==> config.mk <==
export PLATFORM = sky130hd
export DESIGN_NAME = alu_share_arbiter
export DESIGN_NICKNAME = d
export VERILOG_FILES = /design/src/rtl/alu_pkg.sv /design/src/rtl/alu4_core.sv /design/src/rtl/alu_share_arbiter.sv
export SDC_FILE = /design/constraint.sdc
export NUM_CORES = 1
export LEC_CHECK = 0
export ABC_AREA = 1
export CAP_MARGIN = 20
export CORE_MARGIN = 4
export CORE_UTILIZATION = 40
export DETAILED_ROUTE_END_ITERATION = 8
export GPL_ROUTABILITY_DRIVEN = 0
export HOLD_SLACK_MARGIN = 0.05
export PLACE_DENSITY = 0.66
export SLEW_MARGIN = 20
export SYNTH_ARGS = -nofsm -noshare
export SYNTH_HDL_FRONTEND = slang
export SYNTH_SLANG_ARGS = --single-unit
==> constraint.sdc <==
create_clock -name clk -period 4.15 [get_ports clk]
set_input_delay 0.83 -clock clk [delete_from_list [all_inputs] [get_ports clk]]
set_output_delay 0.83 -clock clk [all_outputs]
set_load 0.005 [all_outputs]
==> src/rtl/alu_pkg.sv <==
// Shared definitions for the 4-bit ALU and the requester-sharing arbiter:
// width constants, opcode encodings, FSM state enum, operation payload and
// a one-hot helper for requester indices.
package alu_pkg;

  localparam int unsigned ALU_W   = 4;
  localparam int unsigned OP_W    = 3;
  localparam int unsigned MAX_REQ = 4;
  localparam int unsigned IDX_W   = 2;

  localparam logic [OP_W-1:0] OP_NOT  = 3'b000;
  localparam logic [OP_W-1:0] OP_NAND = 3'b001;
  localparam logic [OP_W-1:0] OP_NOR  = 3'b010;
  localparam logic [OP_W-1:0] OP_XOR  = 3'b011;
  localparam logic [OP_W-1:0] OP_ADD  = 3'b100;
  localparam logic [OP_W-1:0] OP_SUB  = 3'b101;
  localparam logic [OP_W-1:0] OP_INC  = 3'b110;
  localparam logic [OP_W-1:0] OP_DEC  = 3'b111;

  typedef enum logic [1:0] {
    ST_IDLE = 2'd0,
    ST_EXEC = 2'd1,
    ST_RESP = 2'd2
  } state_e;

  // Captured operation payload
  typedef struct packed {
    logic [OP_W-1:0]  opcode;
    logic [ALU_W-1:0] a;
    logic [ALU_W-1:0] b;
  } alu_op_t;

  // One-hot over the maximum requester count
  function automatic logic [MAX_REQ-1:0] idx_onehot(input logic [IDX_W-1:0] idx);
    return MAX_REQ'(1) << idx;
  endfunction

endpackage

==> src/rtl/alu4_core.sv <==
// Purely combinational 4-bit ALU with signed-overflow status.
// Ports: opcode_i (3b), a_i/b_i (4b operands) -> result_o (4b), status_o (overflow).
module alu4_core
  import alu_pkg::*;
(
  input  logic [OP_W-1:0]  opcode_i,
  input  logic [ALU_W-1:0] a_i,
  input  logic [ALU_W-1:0] b_i,
  output logic [ALU_W-1:0] result_o,
  output logic             status_o
);

  logic [ALU_W-1:0] res_c;
  logic             ovf_c;

  // Result and overflow; arithmetic wraps modulo 2^ALU_W
  always_comb begin
    res_c = '0;
    ovf_c = 1'b0;
    unique case (opcode_i)
      OP_NOT:  res_c = ~a_i;
      OP_NAND: res_c = ~(a_i & b_i);
      OP_NOR:  res_c = ~(a_i | b_i);
      OP_XOR:  res_c = a_i ^ b_i;
      OP_ADD: begin
        res_c = a_i + b_i;
        ovf_c = (a_i[ALU_W-1] == b_i[ALU_W-1]) && (res_c[ALU_W-1] != a_i[ALU_W-1]);
      end
      OP_SUB: begin
        res_c = a_i - b_i;
        ovf_c = (a_i[ALU_W-1] != b_i[ALU_W-1]) && (res_c[ALU_W-1] != a_i[ALU_W-1]);
      end
      OP_INC: begin
        res_c = b_i + ALU_W'(1);
        ovf_c = (b_i == ALU_W'(7));
      end
      OP_DEC: begin
        res_c = b_i - ALU_W'(1);
        ovf_c = (b_i == ALU_W'(8));
      end
      default: begin
        res_c = '0;
        ovf_c = 1'b0;
      end
    endcase
  end

  assign result_o = res_c;
  assign status_o = ovf_c;

endmodule

==> src/rtl/alu_share_arbiter.sv <==
// Round-robin sharing of one alu4_core between NUM_REQ requesters with
// valid/ready handshakes on request and response, plus a saturating
// overflow-event counter.
// Ports: clk, rst_n (sync, active-low); req_valid/req_ready (one-hot accept),
// req_opcode/req_a/req_b (packed per requester); rsp_valid (one-hot owner),
// rsp_ready, rsp_result, rsp_status; ovf_count, ovf_clear.
module alu_share_arbiter
  import alu_pkg::*;
#(
  parameter int unsigned NUM_REQ   = 2,
  parameter int unsigned OVF_CNT_W = 8
) (
  input  logic                      clk,
  input  logic                      rst_n,
  input  logic [NUM_REQ-1:0]        req_valid,
  output logic [NUM_REQ-1:0]        req_ready,
  input  logic [OP_W*NUM_REQ-1:0]   req_opcode,
  input  logic [ALU_W*NUM_REQ-1:0]  req_a,
  input  logic [ALU_W*NUM_REQ-1:0]  req_b,
  output logic [NUM_REQ-1:0]        rsp_valid,
  input  logic [NUM_REQ-1:0]        rsp_ready,
  output logic [ALU_W-1:0]          rsp_result,
  output logic                      rsp_status,
  output logic [OVF_CNT_W-1:0]      ovf_count,
  input  logic                      ovf_clear
);

  state_e               state_q;
  logic [IDX_W-1:0]     rr_ptr_q;
  logic [IDX_W-1:0]     gnt_q;
  alu_op_t              op_q;
  logic [NUM_REQ-1:0]   rsp_valid_q;
  logic [ALU_W-1:0]     rsp_result_q;
  logic                 rsp_status_q;
  logic [OVF_CNT_W-1:0] ovf_count_q;

  logic [MAX_REQ-1:0]   req_valid_ext;
  logic [MAX_REQ-1:0]   rsp_ready_ext;
  logic                 gnt_found;
  logic [IDX_W-1:0]     gnt_idx;
  logic [IDX_W-1:0]     cand;
  alu_op_t              sel_op;
  logic [ALU_W-1:0]     alu_res;
  logic                 alu_ovf;

  // Widen to MAX_REQ so a 2-bit index always selects cleanly
  assign req_valid_ext = MAX_REQ'(req_valid);
  assign rsp_ready_ext = MAX_REQ'(rsp_ready);

  // First valid requester at or after rr_ptr, wrapping modulo NUM_REQ
  always_comb begin
    gnt_found = 1'b0;
    gnt_idx   = '0;
    cand      = '0;
    for (int k = 0; k < NUM_REQ; k++) begin
      cand = IDX_W'((32'(rr_ptr_q) + 32'(k)) % NUM_REQ);
      if (!gnt_found && req_valid_ext[cand]) begin
        gnt_found = 1'b1;
        gnt_idx   = cand;
      end
    end
  end

  // Acceptance is only offered while idle
  assign req_ready = (state_q == ST_IDLE && gnt_found) ?
                     NUM_REQ'(idx_onehot(gnt_idx)) : '0;

  // Operand mux for the granted requester
  always_comb begin
    sel_op = '0;
    for (int i = 0; i < NUM_REQ; i++) begin
      if (gnt_idx == IDX_W'(i)) begin
        sel_op.opcode = req_opcode[OP_W*i +: OP_W];
        sel_op.a      = req_a[ALU_W*i +: ALU_W];
        sel_op.b      = req_b[ALU_W*i +: ALU_W];
      end
    end
  end

  alu4_core u_alu (
    .opcode_i (op_q.opcode),
    .a_i      (op_q.a),
    .b_i      (op_q.b),
    .result_o (alu_res),
    .status_o (alu_ovf)
  );

  // Control FSM with registered response outputs
  always_ff @(posedge clk) begin
    if (!rst_n) begin
      state_q      <= ST_IDLE;
      rr_ptr_q     <= '0;
      gnt_q        <= '0;
      op_q         <= '0;
      rsp_valid_q  <= '0;
      rsp_result_q <= '0;
      rsp_status_q <= 1'b0;
    end else begin
      unique case (state_q)
        ST_IDLE: begin
          if (gnt_found) begin
            op_q    <= sel_op;
            gnt_q   <= gnt_idx;
            state_q <= ST_EXEC;
          end
        end
        ST_EXEC: begin
          rsp_result_q <= alu_res;
          rsp_status_q <= alu_ovf;
          rsp_valid_q  <= NUM_REQ'(idx_onehot(gnt_q));
          state_q      <= ST_RESP;
        end
        ST_RESP: begin
          // Only the owning requester's ready completes the response
          if (rsp_ready_ext[gnt_q]) begin
            rsp_valid_q <= '0;
            rr_ptr_q    <= IDX_W'((32'(gnt_q) + 32'd1) % NUM_REQ);
            state_q     <= ST_IDLE;
          end
        end
        default: state_q <= ST_IDLE;
      endcase
    end
  end

  // Overflow event counter; clear beats a coincident increment
  always_ff @(posedge clk) begin
    if (!rst_n) begin
      ovf_count_q <= '0;
    end else if (ovf_clear) begin
      ovf_count_q <= '0;
    end else if (state_q == ST_EXEC && alu_ovf && ovf_count_q != '1) begin
      ovf_count_q <= ovf_count_q + OVF_CNT_W'(1);
    end
  end

  assign rsp_valid  = rsp_valid_q;
  assign rsp_result = rsp_result_q;
  assign rsp_status = rsp_status_q;
  assign ovf_count  = ovf_count_q;

endmodule

==> impl_metrics.yaml, run 1 <==
outcome:
  status: "completed"
clock_tree:
  cts_resized: 0
  htreeDepth: 2
  post-cts-setup-buffer-count: 0
  cts_tree: "built"
  cts_made_buffers: 5
  root_buffer: "clkbuf_8"
  cts.clk_slew.worst_paths_ns: 0.07
  hold_buffers: 0
  clkSinkCount: 30
  worstSkewPairLatency_ns: 0.28
  clock_path_buffers: 2
cells_and_area:
  area_delta_synth_final_pct: 28.6
  antenna_cells: 0
  drive_gt1_share_pct: 7.46
  final_cell_area_um2: 2700
  final_cells: 432
  fin_nets: 405
pwr:
  seqPwrFrac_pct: 41.7
  swShare_pct: 32.3
  pwr-share-comb_pct: 28.0
  p_switching_w: 0.000258
  clkPwrFrac_pct: 30.3
  power_w: 0.000798
  p_leak_nw: 1.20
  internal-power_w: 0.000540
  ir_worst_vdd_uv: 214
  pwr_density_cell_nw_per_um2: 296
floorplanning:
  fp-row-count: 26
  initial_core_util_pct: 41.0
  chipWidth_um: 80.4
  io_pins: 46
  dieArea_um2: 6460
  core_um2: 5110
  die_y_um: 80.4
sta:
  setup_violations: 0
  fin_tns_setup_ns: 0
  relSlewSlack_pct: 45.7
  worstMarginPinSlew_ns: 0.812
  final.setup_skew_ns: 0.00557
  min_period_ns: 3.61
  finalCritPeriodShare_pct: 87.1
  rsz0062_at_grt: "no"
  hold_violations: 0
  drv_slew: 0
  fmax_ghz: 0.277
route:
  vias_per_cell: 4.91
  drc_errors: 0
  dr.pass1.iters: 5
  wl_per_cell_um: 12.3
  drt-initial-drc-count: 146
  ant_nets: 0
  via_count: 2123
  routed_wirelength_mm: 5.31
setup_path:
  cp-end-kind: "output port"
  rr_worst_depth: 12
  required_ns: 3.32
  crit_type: "in2out"
  worstPathMaxFanout: 13
  critPathLaunchType: "primary input"
  cp_data_arrival_time_ns: 2.78
yosys:
  synth_area_leaders: "dfxtp_1 29%, nand2_1 17%, ha_1 7.8%, inv_1 7.3%, nor2_1 4.7%"
  ys.flop_type: "dfxtp_1"
  yosysSeqAreaShare_pct: 28.7
  synth_common_cells: "93 x nand2_1, 41 x inv_1, 30 x dfxtp_1"
  async_flop_share_pct: 0
  postSynthAreaPerCell_um2: 6.65
  yosysUniqueCellTypes: 32
  synth.top_cell.area_share_pct: 28.7
  synth_nets: 359
  synth_top_cell_by_area: "dfxtp_1"
  synth_edf_count: 0
  ys_warn_count: 0
  syn-cell-area_um2: 2100
  synth_seq_cells: 30
  synth.most_common_cell: "nand2_1"
  netlist_instances: 315
global_routing:
  antenna_found_initial: 0
  grt_use_total_pct: 17.4
  overflow: 0
  grt_pass1_vias: 1921
  grt_max_degree: 16
  grt_pass1_wl_mm: 8.95
placed_design:
  hpwl_mm: 4.22
  portBuffers: 45
  dp_cells: 424
  place_area_um2: 2600
min_path:
  hold_depth: 2
  hp-class: "reg2reg"
run:
  drv_cap: 0
==> per-stage QoR <==
stage | utilization, % | worst slack, ns | hold slack [ns]
after floorplan | - | 1.95 | 0.429
after global placement | 50.9 | 0.571 | 0.452
after detailed placement | 50.9 | 0.545 | 0.454
after CTS | 52.8 | 0.540 | 0.464
after global routing | 52.8 | 0.404 | 0.487
final | 52.8 | 0.535 | 0.458
==> worst paths after layout <==
path / start / endpoint / slack (ns)
hold / removal: rr_ptr_q[0] / rr_ptr_q[0] / 0.46
setup / recovery: req_valid[1] / req_ready[1] / 0.54
hold reg to reg: rr_ptr_q[0] / rr_ptr_q[0] / 0.46
setup reg to reg: op_q[2] / ovf_count[0] / 2.02
==> registers in the layout, indices dropped and copies added (netlist names) <==
name        cells
rsp_result      4
ovf_count       8
state_q         2
op_q           11
gnt_q           1
rsp_status      1
rr_ptr_q        1
rsp_valid       2
==> final cells by class <==
| cell class | instances | area (µm²) |
|---|---|---|
| Fill cell | 498 | 2410 |
| Inverter | 45 | 169 |
| Sequential cell | 30 | 601 |
| Tap cell | 70 | 87.6 |
| Clock inverter | 2 | 12.5 |
| Timing Repair Buffer | 46 | 458 |
| Clock buffer | 6 | 82.6 |
| Multi-Input combinational cell | 233 | 1280 |
==> worst max-delay path, cell delays in order <==
cell	delay, ns
clkdlybuf4s50_1	0.52
o21ai_2	0.15
nor2_1	0.65
clkdlybuf4s50_1	0.64
==> power by group through the flow <==
stage,registers (W),clock network [W],logic (W)
2_1_floorplan,0.000326,0,0.000152
3_3_place_gp,0.000338,0,0.000219
3_5_place_dp,0.000338,0,0.000223
4_1_cts,0.000332,0.000250,0.000224
5_1_grt,0.000335,0.000263,0.000257
6_report,0.000332,0.000242,0.000223
==> placed cells by master (no fill, tap or decap), drive strengths merged, types with 3 or more instances in the layout <==
cell	n
inv	44
nor2	27
a21oi	19
clkbuf	6
or2	3
o21ai	12
nand2	97
nand4	10
ha	13
nand3	23
xor2	7
dfxtp	30
o211ai	6
nor3	5
a22oi	4
clkdlybuf4s50	45
==> kinds of logic after synthesis <==
logic type	count (synthesis)	synth area share [%]
and+or+nand+nor	165	35.9
buffers and inverters	52	10.0
AOI/OAI and AO/OA	46	12.8
DFF	30	28.7
adders and majority gates	15	9.67
xor gates and xnor gates	7	2.93
==> routing by layer <==
metal | vias up | share of wire [%] | track usage [%]
met5 | - | 0 | 0
met4 | 0 | 1.3 | 4.73
met3 | 7 | 6.6 | 2.91
met2 | 58 | 44 | 26.7
met1 | 946 | 48 | 25.1
li1 | 1112 | - | -
(Power assumes the default switching activity.)
==> run 2: changes to the inputs <==
--- a/config.mk
+++ b/config.mk
@@ -12,8 +12,9 @@
 export DETAILED_ROUTE_END_ITERATION = 8
 export GPL_ROUTABILITY_DRIVEN = 0
 export HOLD_SLACK_MARGIN = 0.05
-export PLACE_DENSITY = 0.66
+export PLACE_DENSITY = 0.65
 export SLEW_MARGIN = 20
 export SYNTH_ARGS = -nofsm -noshare
 export SYNTH_HDL_FRONTEND = slang
+export SYNTH_HIERARCHICAL = 1
 export SYNTH_SLANG_ARGS = --single-unit
==> run 2 against run 1 <==
Net effect: critical path depth is the same; via count shrank 0.47%; register-to-register slack lost 0.21 ns; non-clock buffer count shrank 1; routed wire length shrank 3.0%; hold slack gained 0.0052 ns; critical endpoint is now req_ready[0].
==> impl_metrics.yaml, run 2 <==
sta:
  setup_violations: 0
  final.setup_skew_ns: 0.00893
  hold_slack_ns: 0.463
  relSlewSlack_pct: 57.5
  hold_violations: 0
  finalCritPeriodShare_pct: 77.3
  min_period_ns: 3.21
  rsz0062_at_grt: "no"
  fin_tns_setup_ns: 0
  fmax_ghz: 0.312
  worstMarginPinSlew_ns: 0.636
  drv_slew: 0
route:
  via_count: 2113
  routed_wirelength_mm: 5.15
  drt-initial-drc-count: 61
  dr.pass1.iters: 4
  ant_nets: 0
  vias_per_cell: 4.71
  wl_per_cell_um: 11.5
  drc_errors: 0
yosys:
  synth_top_cell_by_area: "dfxtp_1"
  synth_area_leaders: "dfxtp_1 27%, nand2_1 17%, inv_1 7.9%, ha_1 7.4%, nand3_1 6.2%"
  synth_nets: 379
  postSynthAreaPerCell_um2: 6.54
  ys.flop_type: "dfxtp_1"
  yosysUniqueCellTypes: 33
  synth.most_common_cell: "nand2_1"
  ys_warn_count: 6
  synth.top_cell.area_share_pct: 27.4
  synth_common_cells: "100 x nand2_1, 46 x inv_1, 33 x nor2_1"
  netlist_instances: 335
  async_flop_share_pct: 0
  synth_seq_cells: 30
  synth_edf_count: 0
  yosysSeqAreaShare_pct: 27.4
  syn-cell-area_um2: 2190
clock_tree:
  htreeDepth: 2
  clkSinkCount: 30
  root_buffer: "clkbuf_8"
  clock_path_buffers: 2
  cts_resized: 0
  cts_made_buffers: 5
  worstSkewPairLatency_ns: 0.28
  cts_tree: "built"
  cts.clk_slew.worst_paths_ns: 0.06
  hold_buffers: 0
  post-cts-setup-buffer-count: 0
placed_design:
  place_area_um2: 2660
  hpwl_mm: 4.19
  portBuffers: 45
cells_and_area:
  multi_input_area_um2: 1320
  antenna_cells: 0
  mostFrequentLayoutCells: "100 x nand2_1, 46 x inv_1, 45 x clkdlybuf4s50_1"
  fillCellCount: 554
  post-route-util_pct: 53.2
  drive_gt1_share_pct: 9.23
  mostFrequentLayoutCell: "nand2_1"
  fin_nets: 423
  seqCellArea_um2: 601
  area_delta_synth_final_pct: 26.3
  top_register: "op_q"
  largest_register_ffs: 11
  final_cell_area_um2: 2770
pwr:
  swShare_pct: 29.9
  seqPwrFrac_pct: 39.0
  pwr_density_cell_nw_per_um2: 310
  internal-power_w: 0.000601
  clkPwrFrac_pct: 35.1
  p_leak_nw: 1.26
  pwr-share-comb_pct: 25.9
  power_w: 0.000858
  ir_worst_vdd_uv: 181
  p_switching_w: 0.000257
floorplanning:
  initial_core_util_pct: 42.1
  chipWidth_um: 82.0
  die_y_um: 82.0
  fp-row-count: 26
  dieArea_um2: 6720
  core_um2: 5200
  io_pins: 46
run:
  drv_cap: 0
setup_path:
  slowest_stage: "clkdlybuf4s50_1"
  cp_cell_sequence: "clkdlybuf4s50_1 -> o21ai_4 -> nor2_4 -> clkdlybuf4s50_1"
  crit_top_cell: "clkdlybuf4s50_1"
  crit_type: "in2out"
  worstPathMaxFanout: 15
  cp_data_arrival_time_ns: 2.38
  required_ns: 3.32
  cp-end-kind: "output port"
  max_stage_delay_ns: 0.56
  critPathLaunchType: "primary input"
outcome:
  status: "completed"
global_routing:
  grt_use_total_pct: 16.7
  grt_pass1_vias: 2069
  grt_max_degree: 19
  overflow: 0
  grt_pass1_wl_mm: 8.87
  antenna_found_initial: 0
min_path:
  hp-class: "reg2reg"
[run 2: cell types whose count changed after synthesis, moves of 4 or more]
cell / before / now
a21oi_1: 19 / 13
buf_6: 0 / 5
inv_1: 41 / 46
nand2_1: 93 / 100
nand3_1: 19 / 27
nor2_1: 26 / 33
nor2_2: 0 / 4
o211ai_1: 6 / 0
o21ai_0: 8 / 12
[run 2: stage by stage]
stage	std cells	worst slack, ns
6_report	449	0.942
2_1_floorplan	335	2.06
3_5_place_dp	442	0.929
4_1_cts	449	0.921
5_1_grt	449	0.854
3_3_place_gp	442	0.954
[run 2: worst paths after layout]
kind	startpoint	end	slack [ns]	cells after the start
worst max-delay path	req_valid[1]	req_ready[0]	0.94	4
worst min-delay path	rsp_valid[1]	rsp_valid[1]	0.46	2
worst max register to register	op_q[1]	ovf_count[0]	1.81	14
worst min register to register	rsp_valid[1]	rsp_valid[1]	0.46	2
[run 2: worst max-delay path, delay by kind of cell]
family                 cells  cell delay, ns
and+or+nand+nor            1            0.28
buffers and inverters      2            1.10
AOI/OAI and AO/OA          1            0.16
[run 2: logic make-up after synthesis]
| group | share of synthesized area (%) |
|---|---|
| flops | 27.4 |
| simple gates | 39.2 |
| compound gates | 8.80 |
| fa+ha+maj | 9.25 |
| xor+xnor | 2.80 |
| buf+inv | 12.6 |
[run 2: final cells by class]
cell class | instances | share of cell area (%)
Inverter | 53 | 7.28
Tap cell | 70 | 3.16
Timing Repair Buffer | 45 | 16.3
Clock buffer | 6 | 2.98
Sequential cell | 30 | 21.7
Clock inverter | 1 | 1.08
Multi-Input combinational cell | 244 | 47.5
[run 2: power groups by stage]
stage	combinational, W	clock (W)	sequential, W
after floorplan	0.000165	0	0.000329
after global placement	0.000219	0	0.000341
after detailed placement	0.000222	0	0.000341
after CTS	0.000224	0.000312	0.000335
after global routing	0.000252	0.000320	0.000339
final	0.000222	0.000301	0.000335
[run 2: metal layers]
| layer | part of all wire, % | wire [µm] | track usage (%) |
|---|---|---|---|
| met4 | 0.33 | 17 | 4.49 |
| met3 | 4.8 | 247 | 3.73 |
| met2 | 45 | 2340 | 28.2 |
| met5 | 0 | 0 | 0 |
| met1 | 49 | 2550 | 21.4 |
